[config.mk]
export PLATFORM = sky130hd
export DESIGN_NAME = uart_tx
export DESIGN_NICKNAME = d
export VERILOG_FILES = /design/src/rtl/uart_pkg.sv /design/src/rtl/uart_baud_gen.sv /design/src/rtl/uart_tx.sv
export SDC_FILE = /design/constraint.sdc
export NUM_CORES = 1
export LEC_CHECK = 0
export ABC_AREA = 1
export CAP_MARGIN = 20
export CORE_ASPECT_RATIO = 1.1
export CORE_UTILIZATION = 40
export CTS_BUF_LIST = sky130_fd_sc_hd__clkbuf_8
export CTS_CLUSTER_SIZE = 24
export DETAILED_ROUTE_END_ITERATION = 10
export PLACE_DENSITY = 0.64
export SLEW_MARGIN = 10
export SYNTH_ARGS = -nofsm -noshare
export SYNTH_HDL_FRONTEND = slang
export SYNTH_HIERARCHICAL = 1
export SYNTH_SLANG_ARGS = --single-unit
[constraint.sdc]
create_clock -name clk -period 2 [get_ports clk]
set_clock_uncertainty 0.1 [all_clocks]
set_input_delay 0.3 -clock clk [delete_from_list [all_inputs] [get_ports clk]]
set_output_delay 0.3 -clock clk [all_outputs]
set_load 0.02 [all_outputs]
[src/rtl/uart_pkg.sv]
// rtl/uart_pkg.sv - shared UART types and constants
//
// Shared by uart_tx and uart_rx. Holds the transmit state encoding, the
// data width and the default clock/baud settings used by both halves.
package uart_pkg;

  typedef enum logic [2:0] {
    IDLE   = 3'd0,
    START  = 3'd1,
    DATA   = 3'd2,
    PARITY = 3'd3,
    STOP   = 3'd4
  } tx_state_t;

  localparam int          UART_DATA_BITS   = 8;
  localparam logic [31:0] CLK_FREQ_DEFAULT = 32'd12_000_000;
  localparam logic [31:0] BAUDRATE_DEFAULT = 32'd9600;

endpackage

[src/rtl/uart_baud_gen.sv]
// rtl/uart_baud_gen.sv - bit-period tick generator
//
// Counts 0..baud_cycles-1 and raises tick for one clock on the last count.
// A clear restarts the count, so the first tick lands exactly baud_cycles
// clocks after the clearing edge.
//
// Ports:
//   clk    in  system clock
//   reset  in  synchronous active-high reset
//   clear  in  restart the bit period at this edge
//   tick   out one-cycle pulse marking the end of a bit period
module uart_baud_gen #(
  parameter int baud_cycles = 1250
) (
  input  logic clk,
  input  logic reset,
  input  logic clear,
  output logic tick
);

  localparam int              CNT_W = (baud_cycles > 1) ? $clog2(baud_cycles) : 1;
  localparam logic [CNT_W-1:0] LAST = CNT_W'(baud_cycles - 1);

  logic [CNT_W-1:0] cnt;

  // Wrapping on tick keeps every period exactly baud_cycles long, so the
  // bit boundaries never accumulate drift.
  always_ff @(posedge clk) begin
    if (reset || clear || tick) begin
      cnt <= '0;
    end else begin
      cnt <= cnt + 1'b1;
    end
  end

  assign tick = (cnt == LAST);

endmodule

[src/rtl/uart_tx.sv]
// rtl/uart_tx.sv - UART transmitter, 8N1 (8E1 with UART_TX_PARITY_EN)
//
// Serialises one byte per accepted request: start bit, 8 data bits LSB
// first, optional even-parity bit, stop bit. Optional feature macro:
// UART_TX_PARITY_EN inserts the parity bit and makes the frame 11 bits.
//
// Ports:
//   clk       in  system clock
//   reset     in  synchronous active-high reset
//   tx_start  in  send request, only looked at while idle
//   data_in   in  byte to send, latched on the accepting edge
//   tx_out    out serial line, idle high, registered
//   tx_busy   out high while a frame is in progress
//   tx_done   out one-cycle pulse at the end of the stop bit
module uart_tx
  import uart_pkg::*;
#(
  parameter logic [31:0] clk_freq = CLK_FREQ_DEFAULT,
  parameter logic [31:0] baudrate = BAUDRATE_DEFAULT
) (
  input  logic       clk,
  input  logic       reset,
  input  logic       tx_start,
  input  logic [7:0] data_in,
  output logic       tx_out,
  output logic       tx_busy,
  output logic       tx_done
);

  localparam int baud_cycles = int'(clk_freq / baudrate);

  tx_state_t                 state;
  logic [UART_DATA_BITS-1:0] shift;
  logic [2:0]                bit_idx;
  logic                      tick;
  logic                      accept;
  logic                      clear;
`ifdef UART_TX_PARITY_EN
  logic                      parity;
`endif

  assign accept = (state == IDLE) && tx_start;
  // Restart the bit period on accept so the start bit is a full period.
  assign clear  = accept || tick;

  uart_baud_gen #(
    .baud_cycles(baud_cycles)
  ) u_baud_gen (
    .clk  (clk),
    .reset(reset),
    .clear(clear),
    .tick (tick)
  );

  always_ff @(posedge clk) begin
    if (reset) begin
      state   <= IDLE;
      shift   <= '0;
      bit_idx <= '0;
      tx_out  <= 1'b1;
      tx_busy <= 1'b0;
      tx_done <= 1'b0;
`ifdef UART_TX_PARITY_EN
      parity  <= 1'b0;
`endif
    end else begin
      tx_done <= 1'b0;
      case (state)
        IDLE: begin
          tx_out  <= 1'b1;
          tx_busy <= 1'b0;
          if (tx_start) begin
            shift   <= data_in;
            bit_idx <= '0;
            state   <= START;
            tx_out  <= 1'b0;
            tx_busy <= 1'b1;
`ifdef UART_TX_PARITY_EN
            parity  <= ^data_in;
`endif
          end
        end
        START: begin
          if (tick) begin
            state  <= DATA;
            tx_out <= shift[0];
          end
        end
        DATA: begin
          if (tick) begin
            if (bit_idx == 3'd7) begin
`ifdef UART_TX_PARITY_EN
              state  <= PARITY;
              tx_out <= parity;
`else
              state  <= STOP;
              tx_out <= 1'b1;
`endif
            end else begin
              // Drive the next bit straight from shift[1] so tx_out changes
              // on the same edge as the shift.
              shift   <= shift >> 1;
              bit_idx <= bit_idx + 3'd1;
              tx_out  <= shift[1];
            end
          end
        end
`ifdef UART_TX_PARITY_EN
        PARITY: begin
          if (tick) begin
            state  <= STOP;
            tx_out <= 1'b1;
          end
        end
`endif
        STOP: begin
          if (tick) begin
            state   <= IDLE;
            tx_out  <= 1'b1;
            tx_busy <= 1'b0;
            tx_done <= 1'b1;
          end
        end
        default: begin
          state   <= IDLE;
          tx_out  <= 1'b1;
          tx_busy <= 1'b0;
        end
      endcase
    end
  end

endmodule

; ---- Word level (Yosys, flattened, before mapping)
; Cells that the tools add are included.
[totals]
output_inout_bits = 3
register_bits = 28
input_bits = 11
[classes]
mux = 24
n_addsub = 2
n_bitwise = 2
n_eq_ne = 11
n_reduce_logical = 12
[ops]
columns = op, n
row1 = $mux W3, 8
row2 = $mux W8, 3
row3 = $pmux W8 S2, 1
row4 = $ne A2 B2 Y1 const B, 6
row5 = $pmux W3 S4, 1
row6 = $add A11 B1 Y11 const B, 1
row7 = $eq A11 B11 Y1 const B, 1
row8 = $mux W1, 8
row9 = $eq A3 B3 Y1 const B, 2
row10 = $pmux W3 S2, 1
row11 = $reduce_and A5 Y1, 1
row12 = $pmux W1 S4, 1
row13 = $reduce_and A4 Y1, 1
row14 = $reduce_or A2 Y1, 2
row15 = $add A3 B1 Y3 const B, 1
row16 = $eq A3 B1 Y1 const B, 1
row17 = $eq A3 B2 Y1 const B, 1
row18 = $logic_not A3 Y1, 1
row19 = $logic_or A1 B1 Y1, 3
row20 = $pmux W1 S3, 1
row21 = $reduce_and A3 Y1, 1
row22 = $not A1 Y1, 2
row23 = $reduce_and A2 Y1, 1
row24 = $reduce_bool A2 Y1, 1
row25 = $logic_and A1 B1 Y1, 1

; ---- Longest topological paths before layout
; Gate-level depths: netlist (run 1).
[logic_depth]
word_depth = 5
depth_mapped = 11
ltp_nobuf = 11

; ---- Hierarchy
; Netlist (run 1), hierarchy kept.
[by_module_without_submodules]
columns = module, cells_each, area_each_um2, instances, seq_area_each_um2
row1 = uart_tx, 126, 898.4, 1, 340.3
row2 = uart_baud_gen, 80, 563.0, 1, 220.2

; ---- Worst setup path after synthesis (run 1)
; No wires, ideal clock.
[synth_timing]
path_type = register to register
from = register u_baud_gen.cnt[0]
to = register state[2]
slack_ns = 0.266
synth_period_minus_slack_ns = 1.734
path_stages_with_launch = 11
arrival_time_ns = 1.521
t_required_ns = 1.787
cell_sequence = dfxtp_1 -> ha_1 -> nand3_1 -> nor2_1 -> inv_1 -> nand3_1 -> nand3_1 -> nand2_1 -> nand3_1 -> nand2_1 -> nor2_1
[synth_via]
elab_chain_len = 3
[synth_lines]
columns = item, line_no
row1 = "start, declared", uart_baud_gen.sv:24  ; logic [CNT_W-1:0] cnt;
row2 = "start signal, assigned", uart_baud_gen.sv:32  ; cnt <= cnt + 1'b1;
row3 = $eq A11 B11 Y1 (*), uart_baud_gen.sv:36  ; assign tick = (cnt == LAST);
row4 = net tick, uart_tx.sv:35  ; logic tick;
row5 = $ne A2 B2 Y1 (no line), --
row6 = $reduce_and A5 Y1 (no line) (*), --
row7 = "end signal, assigned", uart_tx.sv:57  ; state <= IDLE;
row8 = "end signal, assigned", uart_tx.sv:75  ; state <= START;
row9 = "end signal, assigned", uart_tx.sv:85  ; state <= DATA;
row10 = "end, declared", uart_tx.sv:32  ; tx_state_t state;
; The timed path passes the listed nets; every way through them passes the cells marked *.
; A chain may end at the register's enable or synchronous reset.

; ---- Final worst setup path (run 1)
[layout_timing]
from = register u_baud_gen.cnt[1]
to = register state[2]
; Same word-level chain as after synthesis.

==> results of run 1 <==
-- flip-flops by register name, indices dropped and copies added, names as in the netlist --
| register | cells |
|---|---|
| bit_idx | 3 |
| shift | 8 |
| u_baud_gen/cnt | 11 |
| tx_done | 1 |
| tx_out | 1 |
| tx_busy | 1 |
| state | 3 |
-- critical path, cell delays in order (launching register included) --
cell	delay (ns)
dfxtp_1	0.34
inv_1	0.06
ha_1	0.12
nand3_1	0.13
nor2_1	0.20
inv_2	0.11
nand3_1	0.12
nand3_1	0.11
nand2_1	0.13
nand3_1	0.07
nand2_1	0.07
nor2_1	0.04
-- logic make-up after synthesis --
group | after synthesis
flip-flops | 28
AND/OR/NAND/NOR | 120
XOR/XNOR | 5
adder cells (fa/ha/maj) | 4
AO/OA/AOI/OAI | 24
buffers and inverters | 25
-- cell usage in the layout (no fill, tap or decap), drive strengths merged --
cell / count
buf: 2
xor2: 3
xnor2: 2
nand3b: 2
clkdlybuf4s50: 13
dfxtp: 28
nor2: 39
inv: 19
ha: 4
nand2: 57
nand4: 4
clkbuf: 4
clkinv: 1
o21ai: 10
a21oi: 14
nand3: 18
-- layout make-up --
type	instances	area [um^2]
clock buffer	4	55.1
fill	353	1730
inverter	20	80.1
multi-input combinational	153	778
sequential	28	562
tap	48	60.1
timing repair buffer	15	145
-- layer usage --
layer  track usage (%)  vias up  wire [um]
li1                  -      682          -
met1              20.7      553       1340
met2              25.7       13       1290
met3              2.36        5         49
met4              6.98        0         51
met5                 0        -          0
-- worst paths after layout --
path,cells past startpoint,from,endpoint
min,1,u_baud_gen/cnt[0],u_baud_gen/cnt[0]
min reg2reg,1,u_baud_gen/cnt[0],u_baud_gen/cnt[0]
max,11,u_baud_gen/cnt[1],state[2]
max reg2reg,11,u_baud_gen/cnt[1],state[2]
-- power groups by stage --
stage / combinational, W / clock (W) / sequential (W)
after detailed placement: 0.000874 / 0 / 0.000789
after global placement: 0.000877 / 0 / 0.000787
after floorplan: 0.000760 / 0 / 0.000785
after global routing: 0.00101 / 0.000381 / 0.000796
after CTS: 0.000876 / 0.000361 / 0.000778
final: 0.000869 / 0.000347 / 0.000779
-- stage by stage --
stage	setup slack (ns)	util, %	instances	instance area, um^2
floorplan	0.266	-	206	1460
CTS	0.193	49.2	268	1680
global placement	0.253	47.6	264	1620
global route	0.0606	49.2	268	1680
finish	0.309	49.2	268	1680
detailed placement	0.232	47.6	264	1620
==> metrics.log, run 1 <==
INFO  metric netlist_instances = 206
INFO  metric routabilityCongestion = ~0.77
INFO  metric total_half_perimeter_wirelength_after_legalization_and_detailed_placement = ~2000 um
INFO  metric timing.final.max_slew_violations = 0
INFO  metric post_cts_resize_count = 0
INFO  metric multiplexer_fraction_of_the_synthesized_cell_area = 0%
INFO  metric number_of_antenna_violations_at_the_first_check_in_global_routing = 0
INFO  metric synth_compound_area_share = under 10%
INFO  metric io_buffers = 13
INFO  metric synth_edf_count = 0
INFO  metric timing.hold.worst.class = reg2reg
INFO  metric p_int = between 0.001 and 0.0015 W
INFO  metric p_switching = 0.000832 W
INFO  metric cts_inserted_buffers = 3
INFO  metric synth.most_common_cell = nand2_1
INFO  metric first_iter_violations = 108
INFO  metric tritoncts_clock_tree = yes
INFO  metric grt_setup_unrepaired = false
INFO  metric report.power.total = roughly 0.002 W
INFO  metric post-route-min-period = between 1.5 and 2 ns
INFO  metric outcome = completed
INFO  metric combinationalPowerShare = around 44%
INFO  metric fraction_of_layout_instances_using_a_drive_strength_above_1 = roughly 11%
INFO  metric irDropWorstVdd = 0.413 mV
INFO  metric clk_pin_slew = 0.09 ns
INFO  metric number_of_nets_in_the_finished_design = 236
INFO  metric floorplan.die.width = about 60 um
INFO  metric report.final.hold_viol_count = 0
INFO  metric drt_pass1_iterations = 4
INFO  metric vias_per_cell = roughly 4.7
INFO  metric xor_xnor_share_of_the_synthesized_area = about 3.0%
INFO  metric path_max_fanout = 6
INFO  metric global_route_total_usage_across_every_layer = between 15 and 20%
INFO  metric cts-htree-levels = 1
INFO  metric synth_flop_cell = dfxtp_1
INFO  metric dominant_combinational_cell_family_by_area_after_synthesis = simple AND/OR/NAND/NOR gates
INFO  metric syn_avg_cell_area = roughly 7.1 um^2
INFO  metric grt_first_pass_wirelength = ~4700 um
INFO  metric clkSinkCount = 28
INFO  metric synth_cell_type_count = 25
INFO  metric antenna_violating_nets_post_route = 0
INFO  metric flops_latches_synth = 28
INFO  metric clock_tree.buffer_depth = 2
INFO  metric vias = between 1000 and 1500
INFO  metric grt_overflow_total = 0
INFO  metric grt_start_max_net_pins = 16
INFO  metric floorplan.die.height = ~65 um
INFO  metric synth_top_cell_area_share = a little under two fifths
INFO  metric grt_pass1_vias = around 1100
INFO  metric seqPwrFrac = a little under 40%
INFO  metric root_buffer_cell = clkbuf_8
INFO  metric power.switching_fraction = a little over two fifths
INFO  metric syn_to_final_growth = 15.0%
INFO  metric timing.critical_path.required = ~2.1 ns
INFO  metric clk-insertion-delay-late = ~0.27 ns
INFO  metric placeable_core_region = about 3400 um^2
INFO  metric synth-warning-count = 6
INFO  metric row_count = 22
INFO  metric max_clock_freq = just under 600 MHz
INFO  metric die-area = 3900 um^2
INFO  metric cts_hold_buffers = 0
INFO  metric average_wire_per_standard_cell = between 10 and 15 um
INFO  metric worst_setup_path_start_kind = flip-flop
INFO  metric post_synth_and_or_nand_nor_area_fraction = between 30% and 40%
INFO  metric syn_area = 1460 um^2
INFO  metric synth_area_leader_cell = dfxtp_1
INFO  metric io-pin-count = 14
INFO  metric cp_data_arrival_time = roughly 1.8 ns
INFO  metric final_min_period_over_clock_period = between 80 and 90%
INFO  metric post_synth_most_frequent_cells = nand2_1, nor2_1, dfxtp_1, inv_1, nand3_1
INFO  metric cts_post_setup_buffers_inserted = 0
INFO  metric share_clk_of_total_power = roughly 17%
INFO  metric ys_async_sr_fraction = 0%
INFO  metric sequential_share_of_the_synthesized_area = a little under two fifths
INFO  metric worst_hold_slack = roughly 0.35 ns
INFO  metric drc = 0
INFO  metric worst-r2r-setup-slack = 0.31 ns
INFO  metric route.final.wire_length = approximately 2700 um
INFO  metric timing.setup.tns = 0 ns
INFO  metric post_synth_main_area_contributors = dfxtp_1, nand2_1, nor2_1
INFO  metric maxSlewHeadroom = roughly 80%
INFO  metric transition_time_at_the_pin_with_the_least_slew_margin = around 0.30 ns
INFO  metric power_leakage = between 0.7 and 0.8 nW
INFO  metric critPathCaptureType = flip-flop
INFO  metric critical_path_class = reg2reg
INFO  metric powerDensity = around 1200 nW/um^2
INFO  metric cap_viol_max_count = 0
INFO  metric post_synth_fa_ha_maj_area_fraction = 3.42%
INFO  metric setup_viol_count_final = 0
INFO  metric total_nets_after_synthesis = 221
INFO  metric initial_utilization = 42.8%
INFO  metric antennaDiodeCount = 0
No activity file was read; power rests on OpenSTA's default activity.
==> run 2: changes to the inputs <==
- PLACE_DENSITY: 0.64 -> 0.66
- clock period: 2 -> 1.4 ns (I/O delays scaled with it)
==> metrics.log, run 2 (same netlist as run 1, synthesis figures left out) <==
INFO  metric report.final.hold_viol_count = 0 (unchanged)
INFO  metric total_half_perimeter_wirelength_after_legalization_and_detailed_placement = 2220 um (was 1970 um)
INFO  metric root_buffer_cell = clkbuf_8 (unchanged)
INFO  metric routabilityCongestion = 0.807 (was 0.766)
INFO  metric grt_start_max_net_pins = 17 (was 16)
INFO  metric grt_overflow_total = 0 (unchanged)
INFO  metric number_of_antenna_violations_at_the_first_check_in_global_routing = 0 (unchanged)
INFO  metric worst_setup_path_startpoint = bit_idx[0] (was u_baud_gen/cnt[1])
INFO  metric floorplan.die.height = 65.4 um (unchanged)
INFO  metric number_of_nets_in_the_finished_design = 265 (was 236)
INFO  metric clkSinkCount = 28 (unchanged)
INFO  metric grt_first_pass_wirelength = 5280 um (was 4730 um)
INFO  metric vias = 1405 (was 1253)
INFO  metric worst_hold_path.endpoint = shift[7] (was u_baud_gen/cnt[0])
INFO  metric mostFrequentLayoutCells = nand2_1, nor2_1, buf_4, dfxtp_1, inv_1 (was nand2_1, nor2_1, dfxtp_1, inv_1, nand3_1)
INFO  metric worst_setup_path_start_kind = flip-flop (unchanged)
INFO  metric critPathCaptureType = flip-flop (unchanged)
INFO  metric drc = 0 (unchanged)
INFO  metric clk-insertion-delay-late = 0.28 ns (was 0.27 ns)
INFO  metric cp_data_arrival_time = 1.65 ns (was 1.77 ns)
INFO  metric row_count = 22 (unchanged)
INFO  metric setup_viol_count_final = 16 (was 0)
INFO  metric layout.cell_area.non_filler = 2140 um^2 (was 1680 um^2)
INFO  metric critical_path.reg2reg.endpoint = bit_idx[0] (was state[2])
INFO  metric reg_top3 = u_baud_gen/cnt x11, shift x8 (unchanged)
INFO  metric largest-register = u_baud_gen/cnt (unchanged)
INFO  metric worst_hold_slack = 0.369 ns (was 0.349 ns)
INFO  metric clock_tree.buffer_depth = 2 (unchanged)
INFO  metric clk_pin_slew = 0.10 ns (was 0.09 ns)
INFO  metric vias_per_cell = 4.73 (was 4.68)
INFO  metric place_area = 1830 um^2 (was 1620 um^2)
INFO  metric layout_commonest_cell = nand2_1 (unchanged)
INFO  metric finalCoreUtilization = 62.6% (was 49.2%)
INFO  metric cap_viol_max_count = 0 (unchanged)
INFO  metric maxSlewHeadroom = 75.5% (was 79.8%)
INFO  metric grt.met3_usage = 2.36% (unchanged)
INFO  metric io_buffers = 13 (unchanged)
INFO  metric die-area = 3900 um^2 (unchanged)
INFO  metric cts_inserted_buffers = 3 (unchanged)
INFO  metric post-route-min-period = 1.54 ns (was 1.69 ns)
INFO  metric area_of_the_multi_input_gates = 995 um^2 (was 778 um^2)
INFO  metric timing.critical_path.required = 1.51 ns (was 2.08 ns)
INFO  metric place_ws = -0.135 ns (was 0.232 ns)
INFO  metric gr-usage-met2 = 33.7% (was 25.7%)
INFO  metric worst-r2r-setup-slack = -0.14 ns (was 0.31 ns)
INFO  metric timing.final.max_slew_violations = 0 (unchanged)
INFO  metric power_leakage = 0.908 nW (was 0.716 nW)
INFO  metric placeable_core_region = 3410 um^2 (unchanged)
INFO  metric fraction_of_layout_instances_using_a_drive_strength_above_1 = 36.9% (was 11.4%)
INFO  metric io-pin-count = 14 (unchanged)
INFO  metric initial_utilization = 42.8% (unchanged)
INFO  metric antennaDiodeCount = 0 (unchanged)
INFO  metric drt_pass1_iterations = 4 (unchanged)
INFO  metric floorplan.die.width = 59.6 um (unchanged)
INFO  metric cts-htree-levels = 1 (unchanged)
INFO  metric violations = setup timing
INFO  metric route.final.wire_length = 3350 um (was 2730 um)
INFO  metric global_route_total_usage_across_every_layer = 18.0% (was 15.9%)
INFO  metric largest_reg_flops = 11 (unchanged)
INFO  metric critical_path_class = reg2reg (unchanged)
INFO  metric grt_pass1_vias = 1253 (was 1116)
INFO  metric globalRoute.busiestLayer = met2 (unchanged)
INFO  metric average_wire_per_standard_cell = 11.3 um (was 10.2 um)
INFO  metric grt_setup_unrepaired = true (was false)
INFO  metric tritoncts_clock_tree = yes (unchanged)
INFO  metric nFillCells = 319 (was 353)
INFO  metric hold-path-cell-count = 2 (was 1)
INFO  metric powerDensity = 1740 nW/um^2 (was 1190 nW/um^2)
INFO  metric transition_time_at_the_pin_with_the_least_slew_margin = 0.368 ns (was 0.302 ns)
INFO  metric hold_start = shift[7] (was u_baud_gen/cnt[0])
INFO  metric timing.hold.worst.class = reg2reg (unchanged)
INFO  metric layout_setup_ws = -0.141 ns (was 0.309 ns)
INFO  metric path_max_fanout = 8 (was 6)
INFO  metric first_iter_violations = 70 (was 108)
INFO  metric report.power.total = 0.00371 W (was 0.00199 W)
INFO  metric regToRegStartpoint = bit_idx[0] (was u_baud_gen/cnt[1])
INFO  metric outcome = finished, violations left (was completed)
INFO  metric final_min_period_over_clock_period = 110% (was 84.5%)
INFO  metric max_clock_freq = 649 MHz (was 591 MHz)
INFO  metric use_met1 = 20.1% (was 20.7%)
INFO  metric worst_r2r_path_depth = 6 (was 11)
INFO  metric final-seq-area = 571 um^2 (was 562 um^2)
INFO  metric antenna_violating_nets_post_route = 0 (unchanged)
INFO  metric syn_to_final_growth = 46.2% (was 15.0%)
INFO  metric irDropWorstVdd = 0.665 mV (was 0.413 mV)
run 2: cell types whose count changed in the layout (fill, tap and decap cells not counted), sizes merged:
cell	before	now
buf	2	29
clkdlybuf4s50	13	10
dlygate4sd2	0	3
bufinv	0	1
clkbuf	4	3
clkinv	1	2
inv	19	18
nand2	57	58
o21ai	10	11
run 2: power by group:
part / total [W] / internal [W] / switching [W]
Clock: 0.000645 / 0.000383 / 0.000262
Combinational: 0.00195 / 0.000829 / 0.00112
Sequential: 0.00112 / 0.000981 / 0.000134
Total: 0.00371 / 0.00219 / 0.00152
run 2: worst max-delay path, cell delays in order, from the launching register on:
cell	delay [ns]
dfxtp_2	0.35
ha_4	0.16
ha_4	0.14
nand3b_1	0.22
nand2_4	0.20
nand3_1	0.13
a21oi_2	0.17
run 2: layout make-up:
cell class	count	share of cell area [%]
well taps	48	2.81
multi-input cells	155	46.5
inverters	20	3.98
flip-flops and latches	28	26.7
clock inverters	1	1.41
repair buffers	42	16.6
clock buffers	3	1.93
run 2: what timing repair did:
item / 4_1_cts / 5_1_grt
resized for setup: 25 / 24
buffers inserted: 2 / 2
setup endpoints to repair: 29 / 26
cloned: 2 / 0
pin swaps: 16 / 12
hold buffers: 0 / 0
run 2: worst max path at each step:
stage,to,slack [ns],cells past startpoint
after detailed placement,shift[0],-0.14,7
after CTS,shift[0],-0.10,7
after global placement,shift[6],-0.14,7
after floorplan,shift[0],-0.07,10
after global routing,bit_idx[0],-0.23,6
final,bit_idx[0],-0.14,6
run 2: per-layer routing:
| metal | part of all wire, % | vias up |
|---|---|---|
| met5 | 0 | - |
| met4 | 1.4 | 0 |
| met3 | 1.9 | 5 |
| met2 | 53 | 16 |
| met1 | 44 | 642 |
| li1 | - | 742 |
run 2: metrics by stage:
step	cells	TNS (ns)
3_5_place_dp	287	-2.19
4_1_cts	295	-0.757
3_3_place_gp	287	-1.71
5_1_grt	297	-3.54
2_1_floorplan	206	-0.625
6_report	297	-1.53
